$ cat config.mk
export PLATFORM = sky130hd
export DESIGN_NAME = if_fetch_unit
export DESIGN_NICKNAME = d
export VERILOG_FILES = /design/src/rtl/if_fetch_unit_pkg.sv /design/src/rtl/fetch_fifo.sv /design/src/rtl/if_fetch_unit.sv
export SDC_FILE = /design/constraint.sdc
export NUM_CORES = 1
export LEC_CHECK = 0
export BUFFER_PORTS_ARGS = -buffer_cell sky130_fd_sc_hd__buf_2
export CORE_UTILIZATION = 40
export CTS_CLUSTER_DIAMETER = 80
export CTS_CLUSTER_SIZE = 16
export DETAILED_ROUTE_END_ITERATION = 10
export HOLD_SLACK_MARGIN = 0.02
export PLACE_DENSITY = 0.71
export SYNTH_ARGS = -nofsm -noshare
export SYNTH_HDL_FRONTEND = slang
export SYNTH_SLANG_ARGS = --single-unit
$ cat constraint.sdc
create_clock -name clk -period 13.6 [get_ports clk]
set_input_delay 0.68 -clock clk [delete_from_list [all_inputs] [get_ports clk]]
set_output_delay 0.68 -clock clk [all_outputs]
set_load 0.01 [all_outputs]
$ cat src/rtl/if_fetch_unit_pkg.sv
// rtl/if_fetch_unit_pkg.sv - shared constants, queue entry type and sizing helper for the fetch stage
package if_fetch_unit_pkg;

  localparam logic [31:0] NOP_INSTR     = 32'h0000_0013;
  localparam int          FETCH_QDEPTH  = 2;
  localparam int          FETCH_MAX_OUT = 2;

  typedef struct packed {
    logic [31:0] instr;
    logic [31:0] pc;
  } fetch_entry_t;

  // Width of a counter that must hold values 0..n inclusive.
  function automatic int cnt_w(input int n);
    return $clog2(n + 1);
  endfunction

endpackage

$ cat src/rtl/fetch_fifo.sv
// rtl/fetch_fifo.sv - in-order FIFO with combinational head, used for fetch addresses and the instr/pc queue
module fetch_fifo
  import if_fetch_unit_pkg::*;
#(
  parameter int WIDTH = 32,
  parameter int DEPTH = 2,
  localparam int AW = $clog2(DEPTH),
  localparam int CW = cnt_w(DEPTH)
) (
  input  logic             clk,
  input  logic             rst_n,
  input  logic             push,
  input  logic [WIDTH-1:0] push_data,
  input  logic             pop,
  input  logic             flush,
  output logic [WIDTH-1:0] head_data,
  output logic [CW-1:0]    count
);

  logic [WIDTH-1:0] mem_q [DEPTH];
  logic [AW-1:0]    wr_ptr_q;
  logic [AW-1:0]    rd_ptr_q;
  logic [CW-1:0]    count_q;
  logic             full;
  logic             empty;
  logic             do_push;
  logic             do_pop;

  assign full  = (count_q == CW'(DEPTH));
  assign empty = (count_q == '0);
  // flush beats push and pop; a same-cycle pop frees the slot a push on a full FIFO needs
  assign do_pop  = pop & ~empty & ~flush;
  assign do_push = push & ~flush & (~full | do_pop);

  always_ff @(posedge clk or negedge rst_n) begin
    if (!rst_n) begin
      wr_ptr_q <= '0;
      rd_ptr_q <= '0;
      count_q  <= '0;
    end else if (flush) begin
      wr_ptr_q <= '0;
      rd_ptr_q <= '0;
      count_q  <= '0;
    end else begin
      if (do_push) wr_ptr_q <= wr_ptr_q + 1'b1;
      if (do_pop)  rd_ptr_q <= rd_ptr_q + 1'b1;
      count_q <= count_q + CW'(do_push) - CW'(do_pop);
    end
  end

  always_ff @(posedge clk) begin
    if (do_push) mem_q[wr_ptr_q] <= push_data;
  end

  assign head_data = mem_q[rd_ptr_q];
  assign count     = count_q;

  assert property (@(posedge clk) disable iff (!rst_n) !(push && full && !pop && !flush));

endmodule

$ cat src/rtl/if_fetch_unit.sv
// rtl/if_fetch_unit.sv - IF stage: issues pc to imem, queues returned instrs with their pc, hands them to ID
// Defining FETCH_PERF_CNT_EN adds the perf_fetched/perf_stall counters.
module if_fetch_unit
  import if_fetch_unit_pkg::*;
#(
  parameter int          QDEPTH  = FETCH_QDEPTH,
  parameter int          MAX_OUT = FETCH_MAX_OUT,
  parameter logic [31:0] NOP     = NOP_INSTR
) (
  input  logic        clk,
  input  logic        rst,
  input  logic [31:0] pc,
  input  logic        flush,
  output logic        fetch_stall,
  output logic        imem_req,
  output logic [31:0] imem_addr,
  input  logic        imem_gnt,
  input  logic        imem_rvalid,
  input  logic [31:0] imem_rdata,
  output logic        id_valid,
  input  logic        id_ready,
  output logic [31:0] id_instr,
`ifdef FETCH_PERF_CNT_EN
  output logic [31:0] id_pc,
  output logic [31:0] perf_fetched,
  output logic [31:0] perf_stall
`else
  output logic [31:0] id_pc
`endif
);

  localparam int QCW = cnt_w(QDEPTH);
  localparam int OCW = cnt_w(MAX_OUT);

  logic           run_q;
  logic [OCW-1:0] outstanding;
  logic [OCW-1:0] discard_q;
  logic [OCW-1:0] discard_d;
  logic [QCW-1:0] q_count;
  logic [31:0]    addr_head;
  fetch_entry_t   q_wdata;
  fetch_entry_t   q_head;
  logic           credit_ok;
  logic           slot_ok;
  logic           accept;
  logic           resp_keep;
  logic           id_pop;

  // Holds requests off until the first clock after reset release.
  always_ff @(posedge clk or negedge rst) begin
    if (!rst) run_q <= 1'b0;
    else      run_q <= 1'b1;
  end

  assign credit_ok   = (32'(q_count) + 32'(outstanding)) < 32'(QDEPTH);
  assign slot_ok     = 32'(outstanding) < 32'(MAX_OUT);
  assign imem_req    = run_q & credit_ok & slot_ok & ~flush;
  assign imem_addr   = pc;
  assign accept      = imem_req & imem_gnt;
  assign fetch_stall = ~accept;

  // The address FIFO occupancy is the in-flight request count.
  fetch_fifo #(.WIDTH(32), .DEPTH(MAX_OUT)) u_addr_fifo (
    .clk       (clk),
    .rst_n     (rst),
    .push      (accept),
    .push_data (pc),
    .pop       (imem_rvalid),
    .flush     (1'b0),
    .head_data (addr_head),
    .count     (outstanding)
  );

  assign resp_keep = imem_rvalid & (discard_q == '0);

  always_comb begin
    discard_d = discard_q;
    if (flush)                                discard_d = outstanding - OCW'(imem_rvalid);
    else if (imem_rvalid && discard_q != '0)  discard_d = discard_q - 1'b1;
  end

  always_ff @(posedge clk or negedge rst) begin
    if (!rst) discard_q <= '0;
    else      discard_q <= discard_d;
  end

  assign q_wdata = '{instr: imem_rdata, pc: addr_head};
  assign id_pop  = id_valid & id_ready;

  fetch_fifo #(.WIDTH($bits(fetch_entry_t)), .DEPTH(QDEPTH)) u_instr_q (
    .clk       (clk),
    .rst_n     (rst),
    .push      (resp_keep),
    .push_data (q_wdata),
    .pop       (id_pop),
    .flush     (flush),
    .head_data (q_head),
    .count     (q_count)
  );

  assign id_valid = (q_count != '0);
  assign id_instr = id_valid ? q_head.instr : NOP;
  assign id_pc    = id_valid ? q_head.pc : 32'h0;

  assert property (@(posedge clk) disable iff (!rst) !(imem_rvalid && outstanding == '0));

`ifdef FETCH_PERF_CNT_EN
  logic [31:0] perf_fetched_q;
  logic [31:0] perf_stall_q;

  always_ff @(posedge clk or negedge rst) begin
    if (!rst) begin
      perf_fetched_q <= '0;
      perf_stall_q   <= '0;
    end else begin
      if (id_pop && !flush)      perf_fetched_q <= perf_fetched_q + 32'd1;
      if (fetch_stall && !flush) perf_stall_q   <= perf_stall_q + 32'd1;
    end
  end

  assign perf_fetched = perf_fetched_q;
  assign perf_stall   = perf_stall_q;
`endif

endmodule

==> results of run 1 <==
[synth_stat cells, drive strengths merged (2+ instances only)]
cell	number
nor2	69
mux2i	66
mux2	32
edfxtp	192
and2	2
buf	49
ha	6
nor2b	4
xor2	3
xnor2	6
inv	8
nand2	5
dfrtp	11
[layer usage]
metal	vias up	GRT usage [%]	share of wire, %
li1	1934	-	-
met1	1986	15.8	41
met2	156	24.3	51
met3	21	2.83	6.7
met4	2	3.92	1.9
met5	-	0	0.058
[kinds of logic (layout without fill, tap and decap cells)]
logic type,count (synthesis),in the layout,share of synthesized area (%)
muxes,98,98,12.7
buffers and inverters,58,203,4.83
adders and majority gates,7,7,1.19
and+or+nand+nor,84,84,4.51
xor gates and xnor gates,9,9,0.983
other,1,1,0.0467
DFF,203,203,75.3
AOI/OAI and AO/OA,4,4,0.421
[area by class of cell]
type,count,area (sq um),share of cell area (%)
sequential,203,6050,64.7
multi-input combinational,203,1620,17.3
timing repair buffer,171,863,9.24
clock buffer,23,448,4.79
tap,265,332,3.55
inverter,8,30.0,0.321
clock inverter,1,7.51,0.0803
[where the power goes]
part | leakage (nW) | total [mW] | switching (mW) | internal (mW)
registers | 1.87 | 0.791 | 0.0443 | 0.747
clock network | 0.217 | 0.426 | 0.198 | 0.228
logic | 1.33 | 0.276 | 0.154 | 0.122
[registers in the layout, summed over array words and instances (netlist names)]
| register | cells |
|---|---|
| u_addr_fifo.wr_ptr_q | 1 |
| u_instr_q.rd_ptr_q | 1 |
| u_addr_fifo.mem_q | 64 |
| run_q | 1 |
| discard_q | 2 |
| u_instr_q.count | 2 |
| u_instr_q.mem_q | 128 |
| u_instr_q.wr_ptr_q | 1 |
| u_addr_fifo.rd_ptr_q | 1 |
| u_addr_fifo.count | 2 |
[stage by stage]
step	power (mW)	hold WS (ps)	util, %	instance area, sq um	worst slack [ps]
2_1_floorplan	0.996	384	-	8020	9160
3_3_place_gp	1.08	525	45.4	8890	10950
3_5_place_dp	1.09	541	45.4	8890	10870
4_1_cts	1.52	67.3	47.7	9350	10490
5_1_grt	1.57	75.5	47.7	9350	10360
6_report	1.49	69.7	47.7	9350	10530
[worst min path at each step]
stage / startpoint / end / slack [ps] / depth (start not counted)
global placement: u_addr_fifo.mem_q[0][2] / u_instr_q.mem_q[0][2] / 530 / 1
detailed placement: u_addr_fifo.mem_q[1][0] / u_instr_q.mem_q[0][0] / 540 / 1
floorplan: rst / discard_q[0] / 380 / 0
finish: rst / u_addr_fifo.wr_ptr_q / 70 / 1
CTS: rst / run_q / 70 / 1
global route: rst / u_addr_fifo.wr_ptr_q / 80 / 1
[worst reg2reg max path, delay by kind of cell, from the launching register on]
family,cells,cell delay [ps]
and+or+nand+nor,4,1300
DFF,1,450
adders and majority gates,1,460
buffers and inverters,1,60
==> impl_results.md, run 1 <==
- Yosys reg bits: slightly above 200
- Fin cells: 874
- Crit path to: id_instr[27]
- Clock Path Buffers: 3
- Max-Cap Viols: 0
- Number of setup buffers added after CTS: 0
- Fill cell total of the finished layout: 1,703
- Register area share after synthesis: about three quarters
- Worst-path cell chain: buf_4 -> mux2i_1 -> nor2_1 -> buf_2
- Cts bufs inserted: 16
- Vias in the first global route: 4,219
- Crit path depth: 4
- Worst slew margin: ~36%
- CP Class: reg2out
- CTS tree: yes
- Placed cell count: 850
- Final-report setup violation count: 0
- Critical-path top delay cell: dfrtp_4
- WP buf/inv: 2
- Clk sinks: 203
- Static leakage: 3.41 nW
- Most common cell after layout, fill and taps aside: edfxtp_1
- Worst setup EP type: output port
- Tcrit/Tclk final: between 20 and 25%
- Crit path from: u_instr_q.rd_ptr_q
- Worst-path maximum fanout: 43
- Post-Syn Instances: 464
- Drt wl/cell: 15.8 um
- Width of the die: approximately 140 um
- Initial antenna violation count: 1
- Synth cell types: 28
- First-pass GRT wire length: between 20 and 25 mm
- Slew Viols, Final: 0
- H-Tree Level Count: 1
- Largest net degree at the start of global routing: 65
- Area contributors post-synth: edfxtp_1, mux2i_1, mux2_1
- Placed wire-length estimate: 8.69 mm
- Outcome: completed
- Number of I/O port buffers: about 170
- Unrepaired setup endpoints after global routing: no
- Final ANT Viol Nets: 0
- Syn Std Cell Area: 0.00802 sq mm
- Reg2reg setup slack: about 11,000 ps
- Commonest non-fill, non-tap cells in the layout: edfxtp_1, buf_2, nor2_1
- Overflow after GRT: 0
- Vias: about 4.1k
- Slew @ Worst Pin: about 960 ps
- CP required: ~13,000 ps
- Core area: between 0.015 and 0.02 sq mm
- CP startpoint kind: flop
- Fin nets: just under 700
- DRC: 0
- Worst r2r path cells: 6
- Critical Path AT: 2390 ps
- Max Freq: around 0.33 GHz
- Area Overhead vs Synth: 16.5%
- HP Class: in2async
- Initial drt markers: about 120
- Power per cell area: 160 mW/mm^2
- Fin crit period: between 3000 and 4000 ps
- Cell taking the most area after synthesis: edfxtp_1
- FF-to-FF End: u_addr_fifo.mem_q[0][28]
- Warnings from Yosys: 0
- Worst r2r src: u_instr_q.count[0]
- Total die area: roughly 0.021 sq mm
- VDD IR-drop max: between 0.1 and 0.15 mV
- Clock skew: between 20 and 25 ps
- Ant. Diodes: 0
- EDFF count, synth: 192
- GRT Util Overall: between 10% and 20%
- PostCTS Resize Cnt: 0
- Via density: 4.69
- Core Rows: between 50 and 60
- Average size of a mapped cell: 17.3 sq um
- Clock-pin slew of the registers on the worst-case setup and hold paths: about 70 ps
- Final TNS setup: 0 ps
- Final Hold Fails: 0
- Post-Syn Nets: approximately 540
- Die height: ~140 um
- GPL Wtd Cong: 0.708
- Hold_buf cts: 0
- Share of cells above drive strength 1: roughly a third
- Routed wire length: 13.9 mm
- Ys async rst share: approximately 5.4%
- I/O pin count: approximately 170
- Post-synth top flop: edfxtp_1
- Share of the synthesized area in the top cell type: between 70% and 80%
- CP max stage delay: 680 ps
- Initial Utilization: between 40% and 50%
- Root buffer cell: clkbuf_16
- Worst path top cell family by delay: buffers and inverters
- Later-pin clock latency in the skew report: between 400 and 500 ps
- Pre-Repair DR Iteration Count: 4
Note: power is estimated with default switching activity, not from simulation.
==> run 2, diff against run 1 <==
--- a/config.mk
+++ b/config.mk
@@ -11,7 +11,7 @@
 export CTS_CLUSTER_SIZE = 16
 export DETAILED_ROUTE_END_ITERATION = 10
 export HOLD_SLACK_MARGIN = 0.02
-export PLACE_DENSITY = 0.71
+export PLACE_DENSITY = 0.73
 export SYNTH_ARGS = -nofsm -noshare
 export SYNTH_HDL_FRONTEND = slang
 export SYNTH_SLANG_ARGS = --single-unit
==> constraint.sdc (replaced) <==
create_clock -name clk -period 2.75 [get_ports clk]
set_input_delay 0.1375 -clock clk [delete_from_list [all_inputs] [get_ports clk]]
set_output_delay 0.1375 -clock clk [all_outputs]
set_load 0.01 [all_outputs]
==> impl_results.md, run 2 (synthesis gave the netlist of run 1 again) <==
- Outcome: completed
- VDD IR-drop max: approximately 0.45 mV
- Area Overhead vs Synth: 26.2%
- Most common cell after layout, fill and taps aside: edfxtp_1
- Commonest non-fill, non-tap cells in the layout: edfxtp_1, buf_2, nor2_1, dlygate4sd3_1, mux2i_1
- I/O pin count: approximately 170
- Tcrit/Tclk final: around 84%
- Final-report setup violation count: 0
- Initial Utilization: ~41%
- Width of the die: about 140 um
- Vias in the first global route: 4,417
- CP required: about 2600 ps
- Post-route cell area: 0.0101 sq mm
- Largest registers: u_instr_q.mem_q x128, u_addr_fifo.mem_q x64
- Worst-path maximum fanout: 4
- Hold_buf cts: 67
- Root buffer cell: clkbuf_16
- Max-Cap Viols: 0
- Final TNS setup: 0 ps
- Critical Path AT: 2180 ps
- Slew @ Worst Pin: between 700 and 800 ps
- Clk sinks: between 200 and 250
- Max Freq: 0.432 GHz
- Cts bufs inserted: 16
- Ant. Diodes: 0
- Share of cells above drive strength 1: a little under a third
- Largest net degree at the start of global routing: 45
- Pre-Repair DR Iteration Count: 4
- Number of setup buffers added after CTS: 0
- Placed wire-length estimate: between 9 and 10 mm
- GPL Wtd Cong: 0.732
- First-pass GRT wire length: between 20 and 25 mm
- Core area: 0.0196 sq mm
- Overflow after GRT: 0
- Final Hold Fails: 0
- CP Class: reg2out
- CP startpoint kind: flop
- HP Class: in2reg
- Clock Path Buffers: 3
- PostCTS Resize Cnt: 0
- Fin nets: 754
- Total die area: between 0.02 and 0.025 sq mm
- H-Tree Level Count: 1
- Worst setup EP type: output port
- Power per cell area: roughly 740 mW/mm^2
- Clock skew: a little over 20 ps
- GRT Util Overall: between 10% and 20%
- Final ANT Viol Nets: 0
- Drt wl/cell: around 16 um
- DRC: 0
- Unrepaired setup endpoints after global routing: no
- Initial antenna violation count: 0
- Area post-placement: approximately 0.009 sq mm
- Vias: approximately 4.4k
- Core Rows: a little over 50
- Clock-pin slew of the registers on the worst-case setup and hold paths: 70 ps
- CTS tree: yes
- Later-pin clock latency in the skew report: about 470 ps
- Final Power: between 7 and 8 mW
- Via density: approximately 4.6
- Worst slew margin: 47.7%
- Static leakage: around 3.8 nW
- Die height: ~140 um
- Max FFs per register: 128
- Routed wire length: 15.1 mm
- Most flops, register: u_instr_q.mem_q
- Initial drt markers: between 150 and 200
- Number of I/O port buffers: between 150 and 200
- Slew Viols, Final: 0
- Fin crit period: between 2000 and 2500 ps
==> run 2: changes by cell type in the layout (fill, tap and decap cells not counted), sizes merged <==
cell         previous run  this run
clkinvlp                1         0
buf                   171       178
dlygate4sd3             0        67
clkinv                  0         1
==> run 2: metal layers <==
metal  wire length, um  global-route usage (%)
met1              6200                    17.4
met2              7710                    26.7
met3               784                    2.43
met4               378                    4.59
met5                 0                       0
==> run 2: per-stage QoR <==
step	std cells	setup slack [ps]	utilization, %	hold slack, ps
final	948	435	51.7	49.5
after global placement	857	510	45.9	20.0
after CTS	948	406	51.7	31.7
after floorplan	464	63.0	-	-158
after global routing	948	352	51.7	42.5
after detailed placement	857	485	45.9	28.5
==> run 2: worst paths after layout <==
kind / startpoint / end / slack [ps] / depth (start not counted)
min in group asynchronous: rst / discard_q[0] / 70 / 2
hold reg to reg: u_addr_fifo.wr_ptr_q / u_addr_fifo.wr_ptr_q / 540 / 1
setup reg to reg: u_instr_q.count[0] / u_addr_fifo.mem_q[0][26] / 470 / 7
max in group asynchronous: rst / u_instr_q.rd_ptr_q / 2440 / 2
hold / removal: imem_rvalid / u_addr_fifo.rd_ptr_q / 50 / 3
setup / recovery: u_instr_q.count[0] / fetch_stall / 430 / 6
==> run 2: worst max-delay path, cell delays in order (launching register included) <==
cell	delay, ps
dfrtp_1	440
inv_2	60
nor2_1	120
fa_1	470
nor4_4	260
nand3_2	170
buf_2	180
==> run 2: cell type report <==
class | count | area [sq um]
Tap cell | 265 | 332
Inverter | 8 | 30.0
Sequential cell | 203 | 6050
Fill cell | 1579 | 9460
Timing Repair Buffer | 245 | 1640
Clock inverter | 1 | 5.00
Multi-Input combinational cell | 203 | 1620
Clock buffer | 23 | 458
==> run 2: power by group <==
| part | internal (mW) | total, mW | leakage (nW) | switching, mW |
|---|---|---|---|---|
| clock network | 1.15 | 2.11 | 0.226 | 0.957 |
| logic | 0.703 | 1.52 | 1.66 | 0.814 |
| registers | 3.69 | 3.91 | 1.87 | 0.217 |
==> run 3, diff against run 2 <==
--- a/config.mk
+++ b/config.mk
@@ -5,6 +5,7 @@
 export SDC_FILE = /design/constraint.sdc
 export NUM_CORES = 1
 export LEC_CHECK = 0
+export ABC_AREA = 1
 export BUFFER_PORTS_ARGS = -buffer_cell sky130_fd_sc_hd__buf_2
 export CORE_UTILIZATION = 40
 export CTS_CLUSTER_DIAMETER = 80
==> constraint.sdc (replaced) <==
create_clock -name clk -period 1.9 [get_ports clk]
set_input_delay 0.095 -clock clk [delete_from_list [all_inputs] [get_ports clk]]
set_output_delay 0.095 -clock clk [all_outputs]
set_load 0.01 [all_outputs]
==> impl_results.md, run 3 <==
- Pre-Repair DR Iteration Count: 6
- Fin nets: around 940
- Most common cell after layout, fill and taps aside: nand2_1
- Register area share after synthesis: 75.2%
- Clk sinks: a little over 200
- Sw frac: 30.2%
- Core area: around 0.020 sq mm
- Cell taking the most area after synthesis: edfxtp_1
- Max FFs per register: ~130
- Clock Power Share: around a quarter
- Clock Path Buffers: 3
- Placed wire-length estimate: 10.6 mm
- Post-route cell area: between 0.01 and 0.015 sq mm
- Outcome: finished with violations
- Area post-placement: 0.00910 sq mm
- Final hold slack: 30.9 ps
- CP Class: reg2out
- Width of the die: around 140 um
- Post-Syn Nets: between 700 and 800
- Switching pwr: between 3 and 4 mW
- CP max stage delay: about 430 ps
- Critical Path AT: ~2000 ps
- Area Overhead vs Synth: 32.9%
- Via density: 4.73
- Ys async rst share: 5.42%
- GPL Wtd Cong: slightly below 0.8
- Critical-path top delay cell: fa_1
- Max-Cap Viols: 0
- CP startpoint kind: flop
- CTS tree: yes
- DRC: 0
- Number of I/O port buffers: 168
- Final ANT Viol Nets: 0
- GRT Util Overall: approximately 17%
- HP Class: in2async
- Syn Std Cell Area: 0.00803 sq mm
- Cell-internal power: 8.32 mW
- Final-report setup violation count: 67
- Static leakage: 4.36 nW
- H-Tree Level Count: 1
- Worst setup EP type: output port
- Initial Utilization: 41.0%
- Commonest non-fill, non-tap cells in the layout: nand2_1, edfxtp_1, buf_2
- Total die area: around 0.021 sq mm
- GR met2 Demand/Resource: a little under a third
- Yosys reg bits: between 200 and 250
- Later-pin clock latency in the skew report: just under 500 ps
- Most flops, register: u_instr_q.mem_q
- Most frequent cells after synthesis: nand2_1, edfxtp_1, a21oi_1
- Clock-pin slew of the registers on the worst-case setup and hold paths: ~70 ps
- Worst-path cell chain: nand2_1 -> inv_2 -> fa_1 -> nor2_1 -> nand4_1 -> buf_4 -> buf_6
- Area contributors post-synth: edfxtp_1, nand2_1, a21oi_1
- Routing usage on met1: a little over a fifth
- Largest registers: u_instr_q.mem_q x128, u_addr_fifo.mem_q x64
- First-pass GRT wire length: 26.7 mm
- Max Freq: ~0.47 GHz
- I/O pin count: about 170
- Tcrit/Tclk final: 111%
- Fin crit period: 2110 ps
- Vias: between 5k and 6k
- Final TNS setup: -10,680 ps
- Power per cell area: 1120 mW/mm^2
- Comb pwr share: ~28%
- Share of the synthesized area in the top cell type: between 70% and 80%
- Final Hold Fails: 0
- Drt wl/cell: 17.2 um
- Largest net degree at the start of global routing: 62
- Failing checks: negative setup slack
- Setup Slack @ Placement: -50.3 ps
- Root buffer cell: clkbuf_16
- Most frequent cell after synthesis: nand2_1
- VDD IR-drop max: ~0.9 mV
- Setup WS post-layout: -207 ps
- Share of cells above drive strength 1: roughly 28%
- Unrepaired setup endpoints after global routing: yes
- Routed wire length: approximately 20 mm
- Ant. Diodes: 0
- Overflow after GRT: 0
- Met3 usage: approximately 2.7%
- Sequential share of power: 46.3%
- Cts bufs inserted: 16
- Post-synth top flop: edfxtp_1
- Vias in the first global route: around 5.2k
- EDFF count, synth: approximately 190
- Die height: 144 um
- Warnings from Yosys: 0
- Average size of a mapped cell: roughly 13 sq um
- Initial drt markers: 257
- Core Rows: roughly 50
- Gr busiest metal: met2
- CP required: around 1800 ps
- Synth cell types: 22
- Initial antenna violation count: 0
- Slew Viols, Final: 0
- Worst-path maximum fanout: 2
- Post-Syn Instances: 627
- Clock skew: about 24 ps
## run 3: stage by stage
step | power [mW] | std cells | utilization (%)
4_1_cts | 11.5 | 1128 | 52.9
5_1_grt | 12.5 | 1141 | 54.5
6_report | 11.9 | 1141 | 54.5
3_5_place_dp | 8.25 | 1024 | 46.4
3_3_place_gp | 8.16 | 1024 | 46.4
2_1_floorplan | 7.28 | 627 | -
## run 3: cell families after synthesis
group	count (synthesis)	share of synthesized area, %
and+or+nand+nor	265	12.7
adders and majority gates	7	1.18
AOI/OAI and AO/OA	67	4.18
buffers and inverters	80	6.23
other	1	0.0467
xor gates and xnor gates	4	0.436
DFF	203	75.2
## run 3: worst paths after layout
| kind | endpoint | slack [ps] | from | cells after the start |
|---|---|---|---|---|
| hold / removal | discard_q[1] | 30 | rst | 2 |
| setup / recovery | fetch_stall | -210 | u_instr_q.count[0] | 7 |
| max in group asynchronous | u_instr_q.rd_ptr_q | 1620 | rst | 2 |
| setup reg to reg | u_addr_fifo.mem_q[1][4] | -200 | u_instr_q.count[0] | 9 |
| min in group clk | u_instr_q.mem_q[0][36] | 340 | imem_rdata[4] | 2 |
| hold reg to reg | discard_q[1] | 490 | discard_q[1] | 2 |
## run 3: timing repair
action	4_1_cts	5_1_grt
resized for setup	9	16
setup endpoints to repair	54	126
hold buffers	69	0
endpoints found under the hold margin	144	0
setup buffers	4	3
cloned	3	10
pin swaps	1	1
## run 3: area by class of cell
cell class	instances	area (sq um)
well taps	265	332
flip-flops and latches	203	6040
multi-input cells	344	1550
clock buffers	26	438
repair buffers	280	2200
fillers	1590	8920
clock inverters	2	22.5
inverters	21	86.3
## run 3: metal layers
layer,wire [um],vias to the layer above
li1,-,2586
met1,8250,2599
met3,1000,28
met5,0,-
met4,423,0
met2,9920,180
## run 3: power by group through the flow
stage          Sequential (mW)  Combinational, mW  Clock [mW]
4_1_cts                   5.51               2.80        3.14
6_report                  5.52               3.33        3.07
5_1_grt                   5.54               3.67        3.32
2_1_floorplan             5.61               1.68           0
3_5_place_dp              5.61               2.64           0
3_3_place_gp              5.60               2.56           0
## run 3: critical path: cells and delay by family (launching register included)
| family | cells | cell delay [ps] |
|---|---|---|
| fa+ha+maj | 1 | 430 |
| flops | 1 | 400 |
| simple gates | 3 | 360 |
| buf+inv | 3 | 340 |
